`src/rtl/key_debounce_if.sv`:
```
// rtl/key_debounce_if.sv - raw key inputs and debounced level/pulse outputs between pads and debouncer
interface key_debounce_if #(
  parameter int KEY_W = 4
);
  logic [KEY_W-1:0] key_in;
  logic [KEY_W-1:0] key_state;
  logic [KEY_W-1:0] key_press;
  logic [KEY_W-1:0] key_release;
  logic [KEY_W-1:0] key_long;

  modport master (
    output key_in,
    input  key_state,
    input  key_press,
    input  key_release,
    input  key_long
  );

  modport slave (
    input  key_in,
    output key_state,
    output key_press,
    output key_release,
    output key_long
  );
endinterface

```
`src/rtl/key_debounce.sv`:
```
// rtl/key_debounce.sv - per-key synchronizer, debounce FSM and press/release/long pulses
// Optional long-press detection is compiled in with KEY_LONG_PRESS_EN.
module key_debounce #(
  parameter int KEY_W    = 4,
  parameter int DEB_CYC  = 1_000_000,
  parameter int LONG_CYC = 50_000_000
) (
  input  logic           sys_clk,
  input  logic           sys_rst,
  key_debounce_if.slave  kif
);
  localparam int CNT_W = $clog2(DEB_CYC + 1);
  localparam logic [CNT_W-1:0] DEB_LAST = CNT_W'(DEB_CYC - 1);

  typedef enum logic {
    IDLE_UP = 1'b0,
    HELD    = 1'b1
  } state_t;

  logic [KEY_W-1:0] state_vec;
  logic [KEY_W-1:0] press_vec;
  logic [KEY_W-1:0] release_vec;
  logic [KEY_W-1:0] long_vec;

  for (genvar ch = 0; ch < KEY_W; ch++) begin : g_ch
    logic             sync_a;
    logic             sync_b;
    logic             s;
    state_t           state_q;
    state_t           state_d;
    logic [CNT_W-1:0] cnt_q;
    logic [CNT_W-1:0] cnt_d;
    logic             press_q;
    logic             press_d;
    logic             release_q;
    logic             release_d;

    // Sync flops hold the raw active-low level, so reset to 1 means released.
    always_ff @(posedge sys_clk) begin
      if (sys_rst) begin
        sync_a    <= 1'b1;
        sync_b    <= 1'b1;
        state_q   <= IDLE_UP;
        cnt_q     <= '0;
        press_q   <= 1'b0;
        release_q <= 1'b0;
      end else begin
        sync_a    <= kif.key_in[ch];
        sync_b    <= sync_a;
        state_q   <= state_d;
        cnt_q     <= cnt_d;
        press_q   <= press_d;
        release_q <= release_d;
      end
    end

    assign s = ~sync_b;

    always_comb begin
      state_d   = state_q;
      cnt_d     = '0;
      press_d   = 1'b0;
      release_d = 1'b0;
      case (state_q)
        IDLE_UP: begin
          if (s) begin
            if (cnt_q == DEB_LAST) begin
              state_d = HELD;
              press_d = 1'b1;
            end else begin
              cnt_d = cnt_q + 1'b1;
            end
          end
        end
        HELD: begin
          if (!s) begin
            if (cnt_q == DEB_LAST) begin
              state_d   = IDLE_UP;
              release_d = 1'b1;
            end else begin
              cnt_d = cnt_q + 1'b1;
            end
          end
        end
        default: state_d = IDLE_UP;
      endcase
    end

    assign state_vec[ch]   = (state_q == HELD);
    assign press_vec[ch]   = press_q;
    assign release_vec[ch] = release_q;

`ifdef KEY_LONG_PRESS_EN
    localparam int LONG_W = $clog2(LONG_CYC + 1);
    localparam logic [LONG_W-1:0] LONG_MAX = LONG_W'(LONG_CYC);

    logic [LONG_W-1:0] long_cnt_q;
    logic [LONG_W-1:0] long_cnt_d;
    logic              long_q;
    logic              long_d;

    // Counts only while held on both sides of the edge: the press edge and any release clear it.
    always_comb begin
      long_cnt_d = '0;
      long_d     = 1'b0;
      if (state_q == HELD && state_d == HELD) begin
        if (long_cnt_q != LONG_MAX) begin
          long_cnt_d = long_cnt_q + 1'b1;
          long_d     = (long_cnt_q == LONG_MAX - 1'b1);
        end else begin
          long_cnt_d = long_cnt_q;
        end
      end
    end

    always_ff @(posedge sys_clk) begin
      if (sys_rst) begin
        long_cnt_q <= '0;
        long_q     <= 1'b0;
      end else begin
        long_cnt_q <= long_cnt_d;
        long_q     <= long_d;
      end
    end

    assign long_vec[ch] = long_q;
`else
    assign long_vec[ch] = 1'b0;
`endif
  end

  assign kif.key_state   = state_vec;
  assign kif.key_press   = press_vec;
  assign kif.key_release = release_vec;
  assign kif.key_long    = long_vec;
endmodule

```
`src/flat_wrapper.sv`:
```
// flat-port wrapper written by rule: the top's interface ports become plain ports
module key_debounce_flat 
#(
  parameter int KEY_W    = 4,
  parameter int DEB_CYC  = 1_000_000,
  parameter int LONG_CYC = 50_000_000
)
  (sys_clk, sys_rst, kif_key_in, kif_key_state, kif_key_press, kif_key_release, kif_key_long);
  key_debounce_if #(.KEY_W(KEY_W)) kif_i ();
  input  logic sys_clk;
  input  logic sys_rst;
  input wire logic [$bits(kif_i.key_in)-1:0] kif_key_in;
  output wire logic [$bits(kif_i.key_state)-1:0] kif_key_state;
  output wire logic [$bits(kif_i.key_press)-1:0] kif_key_press;
  output wire logic [$bits(kif_i.key_release)-1:0] kif_key_release;
  output wire logic [$bits(kif_i.key_long)-1:0] kif_key_long;
  assign kif_i.key_in = kif_key_in;
  assign kif_key_state = kif_i.key_state;
  assign kif_key_press = kif_i.key_press;
  assign kif_key_release = kif_i.key_release;
  assign kif_key_long = kif_i.key_long;
  key_debounce #(.KEY_W(KEY_W), .DEB_CYC(DEB_CYC), .LONG_CYC(LONG_CYC)) u_core (.sys_clk(sys_clk), .sys_rst(sys_rst), .kif(kif_i));
endmodule
```
`config.mk`:
```
export PLATFORM = sky130hd
export DESIGN_NAME = key_debounce_flat
export DESIGN_NICKNAME = d
export VERILOG_FILES = /design/src/rtl/key_debounce_if.sv /design/src/rtl/key_debounce.sv /design/src/flat_wrapper.sv
export SDC_FILE = /design/constraint.sdc
export NUM_CORES = 1
export LEC_CHECK = 0
export CAP_MARGIN = 25
export CORE_MARGIN = 2
export CORE_UTILIZATION = 40
export DETAILED_ROUTE_END_ITERATION = 8
export GPL_TIMING_DRIVEN = 0
export PLACE_DENSITY = 0.58
export SYNTH_ARGS = -nofsm -noshare
export SYNTH_HDL_FRONTEND = slang
export SYNTH_SLANG_ARGS = --single-unit
```
`constraint.sdc`:
```
create_clock -name sys_clk -period 2.16 [get_ports sys_clk]
set_input_delay 0.54 -clock sys_clk [delete_from_list [all_inputs] [get_ports sys_clk]]
set_output_delay 0.54 -clock sys_clk [all_outputs]
set_load 0.03 [all_outputs]
```
Word-level counts from Yosys, hierarchy flattened
Cells that the tools add are included.
{"block": "word_totals", "reg_bits": 100, "in_bits": 6, "out_inout_bits": 16, "elab_cells": 84}
{"block": "classes", "add_sub_neg": 4, "n_eq_ne": 4, "mux": 36, "n_bitwise": 8, "reduce_logical": 8}
{"cell": "20-bit 2-to-1 mux", "count": 12}
{"cell": "20-bit case mux with 2 select lines", "count": 4}
{"cell": "20-bit by 1-bit adder with 20-bit output (second input constant)", "count": 4}
{"cell": "20-bit equality test (second input constant)", "count": 4}
{"cell": "1-bit 2-to-1 mux", "count": 16}
{"cell": "3-bit OR reduction", "count": 4}
{"cell": "1-bit inverter", "count": 8}
{"cell": "1-bit case mux with 2 select lines", "count": 4}
{"cell": "2-bit OR reduction", "count": 4}

Logic depth before layout (Yosys ltp)
Gate-level depths: netlist of the first run.
{"block": "depth", "depth_word": 4, "depth_mapped": 7, "depth_no_buf": 5}

Worst setup path before layout of the first run
Ideal clock, no wire load.
{"block": "synth_timing", "path_type": "reg-to-reg", "from": "register u_core.g_ch[1].cnt_q[15]", "to": "register u_core.g_ch[1].cnt_q[11]", "setup_time_ps": 115, "arrival_ps": 1804, "t_required_ps": 2045, "slack_ps": 241, "path_stages_with_launch": 6, "n_path_buf": 1, "synth_period_minus_slack_ps": 1919, "cell_sequence": "dfxtp_1 or4b_1 or4_4 o21ai_4 buf_6 nor2_1"}
{"block": "synth_between", "elab_chain_len": 4, "word_cells_on_any_way": 5, "classes_between": "eq/ne: 1; mux: 4"}
{"element": "from (decl)", "line": "key_debounce.sv:31", "text": "logic [CNT_W-1:0] cnt_q;"}
{"element": "from (signal assigned)", "line": "key_debounce.sv:51", "text": "cnt_q <= cnt_d;"}
{"element": "20-bit equality test (*)", "line": "key_debounce.sv:67, key_debounce.sv:77"}
{"element": "20-bit 2-to-1 mux (*)", "line": "key_debounce.sv:67, key_debounce.sv:77"}
{"element": "20-bit 2-to-1 mux (on tied branches)", "line": "key_debounce.sv:76, key_debounce.sv:66"}
{"element": "20-bit case mux with 2 select lines (*)", "line": "key_debounce.sv:64", "text": "case (state_q)"}
Every way passes the cells marked *; elsewhere a longest branch is shown, timed or not.
A chain may end at the register's enable or synchronous reset.

==> metrics, run 1 <==
first drt pass iteration count=4; Post-synth top flop=dfxtp_1; layout net count=545; critical path class=flip-flop to output pin; Hold Violations, Final=0; status=complete, no violations; Placer Congestion=0.774; die area=11900 µm²; Lkg Pwr=0.00154 µW; Worst EP required=1.62 ns; met1 Use GR=18.7%; distinct cell type count after synthesis=45; routing usage on met3=5.32%; final worst-path cycle share=96.0%; later-pin clock latency in the skew report=0.36 ns; Placed Cells=662; via count=3428; commonest non-fill, non-tap cell in the layout=dfxtp_1; Slew Limit Fails=0; height of the die=109 µm; Gate Count Post-Synth=502; Post-Route WL=8290 µm; worst path cell trace=buf_4, clkdlybuf4s50_1; clk buf depth=2; largest net degree at the start of global routing=16; worst-path maximum fanout=4; Most Used Layer, Global Route=met2; Critical-path top delay cell=clkdlybuf4s50_1; GR Util met2=25.2%; RSZ-0062 raised after global routing=no; Remaining DRCs=0; 1st-iter DRT viols=117; Wirelength per Cell=12.2 µm; Core ar.=10800 µm²; EDFF count, synth=0; critical path endpoint category=output pin; Post-Syn Area=4400 µm²; Clock Root Buffer=clkbuf_8; vias per std cell=5.04; CP bufs+invs=2; initial antenna violation count=0; final instance area=5030 µm²; placed cell areas=4760 µm²; post-DP HPWL=5880 µm; Util after Layout=46.6%; pwr dens=657 nW/µm²; MaxCap Viol Count=0; total global-route track usage=15.2%; CP Launch Type=flip-flop; initial core utilization=40.8%; die width=109 µm; Synthesis Warnings=0; register area share after synthesis=45.5%; Post-DRT Antenna Nets=0; CTS H-tree depth=3; Max stage delay on crit path=0.66 ns; first-pass GRT wire length=14400 µm; Worst Path Arrival=1.53 ns; final setup vio count=0; Post-synth ARST share=0%; total power=3300 µW; clock-pin transition on the worst setup and hold timing paths=0.09 ns; clock sinks=100; type of the most critical hold path=flip-flop to flip-flop; row count=38; max frequency=482 MHz; CTS Buf Count=9; clk_skew=0.00958 ns; antenna cells=0; fraction of layout cells with a size suffix above 1=11.9%; Avg Synthesized Cell Area=8.77 µm²; maximum VDD drop=0.448 mV; number of global-route vias before repair=3284; number of synthesized register bits=100; I/O pin count=22; Synth-to-Final Area Change=14.2%; CTS tree=done; GRT Residual Overflow=0; most frequent cells in the layout=100 x dfxtp_1, 60 x nor2_1, 33 x a21oi_1; IO buf count=17; family with the most delay on the worst path=buffers and inverters; minimum clock period=2.07 ns; Finished Layout Cells=680
## stage by stage
step / setup WS, ns / setup TNS [ns] / hold slack, ns
after CTS: 0.00494 / 0 / 0.409
after detailed placement: -0.355 / -3.49 / 0.396
after global routing: 0.00920 / 0 / 0.424
final: 0.0855 / 0 / 0.406
after floorplan: 0.241 / 0 / 0.389
after global placement: -0.329 / -3.21 / 0.395
## area by class of cell
| class | instances | area, µm² |
|---|---|---|
| fillers | 1033 | 5770 |
| well taps | 140 | 175 |
| inverters | 11 | 41.3 |
| multi-input cells | 363 | 2180 |
| repair buffers | 22 | 210 |
| flip-flops and latches | 100 | 2000 |
| clock inverters | 5 | 100 |
| plain buffers | 28 | 185 |
| clock buffers | 11 | 131 |
## cells by family (layout without fill, tap and decap cells)
family	after synthesis	count (layout)	share of synthesized area, %
XOR/XNOR	46	46	9.16
other	1	4	0.0852
flip-flops	100	100	45.5
adder cells (fa/ha/maj)	4	4	1.14
buffers and inverters	42	77	5.40
AO/OA/AOI/OAI	67	67	8.99
AND/OR/NAND/NOR	242	242	29.7
## per-layer routing
| metal | share of wire, % | vias to the layer above |
|---|---|---|
| li1 | - | 1832 |
| met1 | 48 | 1557 |
| met2 | 47 | 33 |
| met3 | 3.7 | 6 |
| met4 | 0.87 | 0 |
| met5 | 0 | - |
## path summary, 6_finish.rpt
check	startpoint	endpoint	slack [ns]	cells after the start
min	u_core.g_ch[3].sync_a	u_core.g_ch[3].sync_b	0.41	1
max reg2reg	u_core.g_ch[2].cnt_q[8]	u_core.g_ch[2].cnt_q[11]	0.13	5
max	flip-flop	kif_key_state[3]	0.09	2
min reg2reg	u_core.g_ch[3].sync_a	u_core.g_ch[3].sync_b	0.41	1
## power by group
| part | leakage [µW] | switching (µW) | total [µW] | internal, µW |
|---|---|---|---|---|
| clock | 0.000117 | 616 | 1380 | 767 |
| sequential | 0.000807 | 5.29 | 1860 | 1850 |
| combinational | 0.000615 | 35.4 | 62.0 | 26.6 |
## repair_timing
action / in CTS / in global routing
gates resized for setup: 1 / 2
hold buffers: 0 / 0
hold endpoints to repair: 0 / 0
buffers inserted: 0 / 5
pin swaps: 0 / 3
setup endpoints to repair: 9 / 33
## synth_stat cells (all sizes together) (16+ instances only)
cell type | number | area share [%]
a21oi | 33 | 3.8
buf | 21 | 3.6
dfxtp | 100 | 45
nand2 | 30 | 2.6
nand3 | 31 | 3.5
nand4 | 16 | 2.3
nor2 | 60 | 5.1
o21ai | 18 | 2.3
or3 | 19 | 2.7
or4 | 17 | 3.0
xnor2 | 30 | 6.0
xor2 | 16 | 3.2
## sequential cells by signal, summed over array words and instances (netlist names), named ones only
signal,count
u_core.g_ch.press_q,4
u_core.g_ch.release_q,4
u_core.g_ch.sync_a,4
u_core.g_ch.cnt_q,80
u_core.g_ch.sync_b,4
(Power assumes the default switching activity.)
==> inputs of run 2 (changes only) <==
ABC_AREA = 1   (was unset)
HOLD_SLACK_MARGIN = 0.06   (was unset)
==> run 2 against run 1 <==
- worst hold slack better by 0.0028 ns
- flip-flop and latch count unchanged
- clock skew fell by 0.0019 ns
- cell count increased by 39%
- register-to-register slack better by 0.38 ns
- total power is 22% higher
- cell area grew 15%
- global-route usage increased by 1.9 points
- die area is 14% higher
==> metrics, run 2 <==
CTS Buf Count=9 (unchanged); Synth-to-Final Area Change=15.6%; clk_skew=0.00770 ns (-0.00189 ns); Top reg by flops=u_core.g_ch.cnt_q; met1 Use GR=21.5% (+2.8 points); Remaining DRCs=0 (unchanged); register area share after synthesis=39.9% (-5.6 points); Placed Cells=927 (+40%); worst path cell trace=buf_4, clkdlybuf4s50_1; first drt pass iteration count=4 (unchanged); Hold Crit Depth=1 (unchanged); initial core utilization=41.5% (+0.68 points); max frequency=479 MHz (-0.73%); antenna cells=0 (unchanged); Critical-path top delay cell=clkdlybuf4s50_1; CTS tree=done; GR Util met2=28.3% (+3.1 points); Clock Root Buffer=clkbuf_16; routing usage on met3=4.86% (-0.46 points); 1st-iter DRT viols=222 (+90%); Setup WS post-layout=0.0704 ns (-0.0152 ns); Post-Route Setup TNS=0 ns (unchanged); Lkg Pwr=0.00204 µW (+32%); later-pin clock latency in the skew report=0.36 ns (about the same); vias per std cell=4.65 (-7.8%); clock-pin transition on the worst setup and hold timing paths=0.07 ns (-0.02 ns); minimum clock period=2.09 ns (+0.0152 ns); layout net count=780 (+43%); Post-synth top flop=dfxtp_1; height of the die=116 µm (+6.6%); Worst Path Arrival=1.55 ns (+0.02 ns); clock sinks=100 (unchanged); post-DP HPWL=7710 µm (+31%); main area contributors after synthesis=dfxtp_1 40%, nor2_1 15%, nand2_1 12%; CTS H-tree depth=3 (unchanged); EDFF count, synth=0 (unchanged); Post-Route WL=10500 µm (+27%); number of synthesized register bits=100 (unchanged); Commonest cells post-synth=195 x nor2_1, 158 x nand2_1, 100 x dfxtp_1; Placer Congestion=0.873 (+13%); status=complete, no violations; die area=13500 µm² (+14%); Post-DRT Antenna Nets=0 (unchanged); flop2flop setup slack=0.51 ns (+0.38 ns); commonest non-fill, non-tap cell in the layout=nor2_1; Core ar.=12100 µm² (+12%); postcts setup bufs=0 (unchanged); Post-synth ARST share=0% (unchanged); Post-Syn Area=5020 µm² (+14%); clk buf depth=2 (unchanged); most common cell in the synthesized netlist=nor2_1; area leader, netlist=dfxtp_1; dpl ws=-0.00797 ns (+0.347 ns); RSZ-0062 raised after global routing=no; final worst-path cycle share=96.7% (+0.70 points); post-synth top area share=39.9% (-5.6 points); CP Launch Type=flip-flop; Max stage delay on crit path=0.65 ns (about the same); Synthesis Warnings=0 (unchanged); pwr dens=693 nW/µm² (+5.4%); row count=40 (+5.3%); die width=116 µm (+6.6%); MaxCap Viol Count=0 (unchanged); first-pass GRT wire length=18300 µm (+27%); maximum VDD drop=0.567 mV (+27%); total global-route track usage=17.1% (+1.9 points); Hold Violations, Final=0 (unchanged); Worst-Margin Slew=0.503 ns; Wirelength per Cell=11.2 µm (-8.5%); most frequent cells in the layout=195 x nor2_1, 158 x nand2_1, 100 x dfxtp_1; fraction of layout cells with a size suffix above 1=9.03% (-2.8 points); Largest register FFs=80 (unchanged); Finished Layout Cells=943 (+39%); initial antenna violation count=0 (unchanged); critical path endpoint category=output pin; worst reg2reg path depth=7 (+2); I/O pin count=22 (unchanged); Avg Synthesized Cell Area=6.79 µm² (-22%); largest net degree at the start of global routing=17 (+1); GRT Residual Overflow=0 (unchanged); Worst EP required=1.62 ns (about the same); number of global-route vias before repair=4145 (+26%); worst-path maximum fanout=5 (+1); IO buf count=17 (unchanged); distinct cell type count after synthesis=30 (-33%); Most Used Layer, Global Route=met2; Gate Count Post-Synth=739 (+47%); slew margin rel.=66.5%; critical path class=flip-flop to output pin; via count=4382 (+28%); Slew Limit Fails=0 (unchanged); final setup vio count=0 (unchanged); type of the most critical hold path=flip-flop to flip-flop
[run 2: cells by family (layout without fill, tap and decap cells)]
group,count (synthesis),count (layout),share of synthesized area [%]
buf+inv,104,137,9.49
compound gates,16,16,1.84
xor+xnor,35,35,6.11
other cells,1,4,0.0747
flops,100,100,39.9
simple gates,479,479,41.6
fa+ha+maj,4,4,0.997
[run 2: repair_timing]
| action | in CTS | in global routing |
|---|---|---|
| setup endpoints to repair | 0 | 1 |
| hold buffers | 0 | 0 |
| gates resized for setup | 0 | 1 |
[run 2: per-layer routing]
layer,vias to the layer above,wire length [µm]
met5,-,0
met4,0,142
li1,2334,-
met1,1956,5090
met2,81,4790
met3,11,501
[run 2: final timing paths]
path / from / endpoint
min: u_core.g_ch[1].sync_a / u_core.g_ch[1].sync_b
max reg2reg: u_core.g_ch[1].cnt_q[0] / u_core.g_ch[1].cnt_q[0]
max: flip-flop / kif_key_state[3]
min reg2reg: u_core.g_ch[1].sync_a / u_core.g_ch[1].sync_b
[run 2: critical path, delay by kind of cell, from the launching register on]
family	cells	cell delay, ns
DFF	1	0.41
buffers and inverters	2	0.79
[run 2: cell type report]
class / count / area (µm²)
timing repair buffer: 17 / 173
tap: 168 / 210
inverter: 82 / 308
clock buffer: 9 / 225
fill: 1251 / 6310
buffer: 22 / 169
sequential: 100 / 2000
clock inverter: 7 / 163
multi-input combinational: 538 / 2550
[run 2: power by group]
group	internal [µW]	switching (µW)	total [µW]	leakage, µW
Combinational	27.3	43.0	70.4	0.00104
Sequential	1850	5.45	1860	0.000807
Clock	1360	727	2090	0.000186
[run 2: through the flow]
stage | util (%) | total power, µW | hold WS [ns] | cell area (µm²)
2_1_floorplan | - | 1950 | 0.389 | 5030
3_3_place_gp | 44.7 | 1970 | 0.394 | 5410
3_5_place_dp | 44.7 | 1970 | 0.392 | 5410
4_1_cts | 47.9 | 4070 | 0.409 | 5800
5_1_grt | 47.9 | 4160 | 0.432 | 5800
6_report | 47.9 | 4020 | 0.409 | 5800
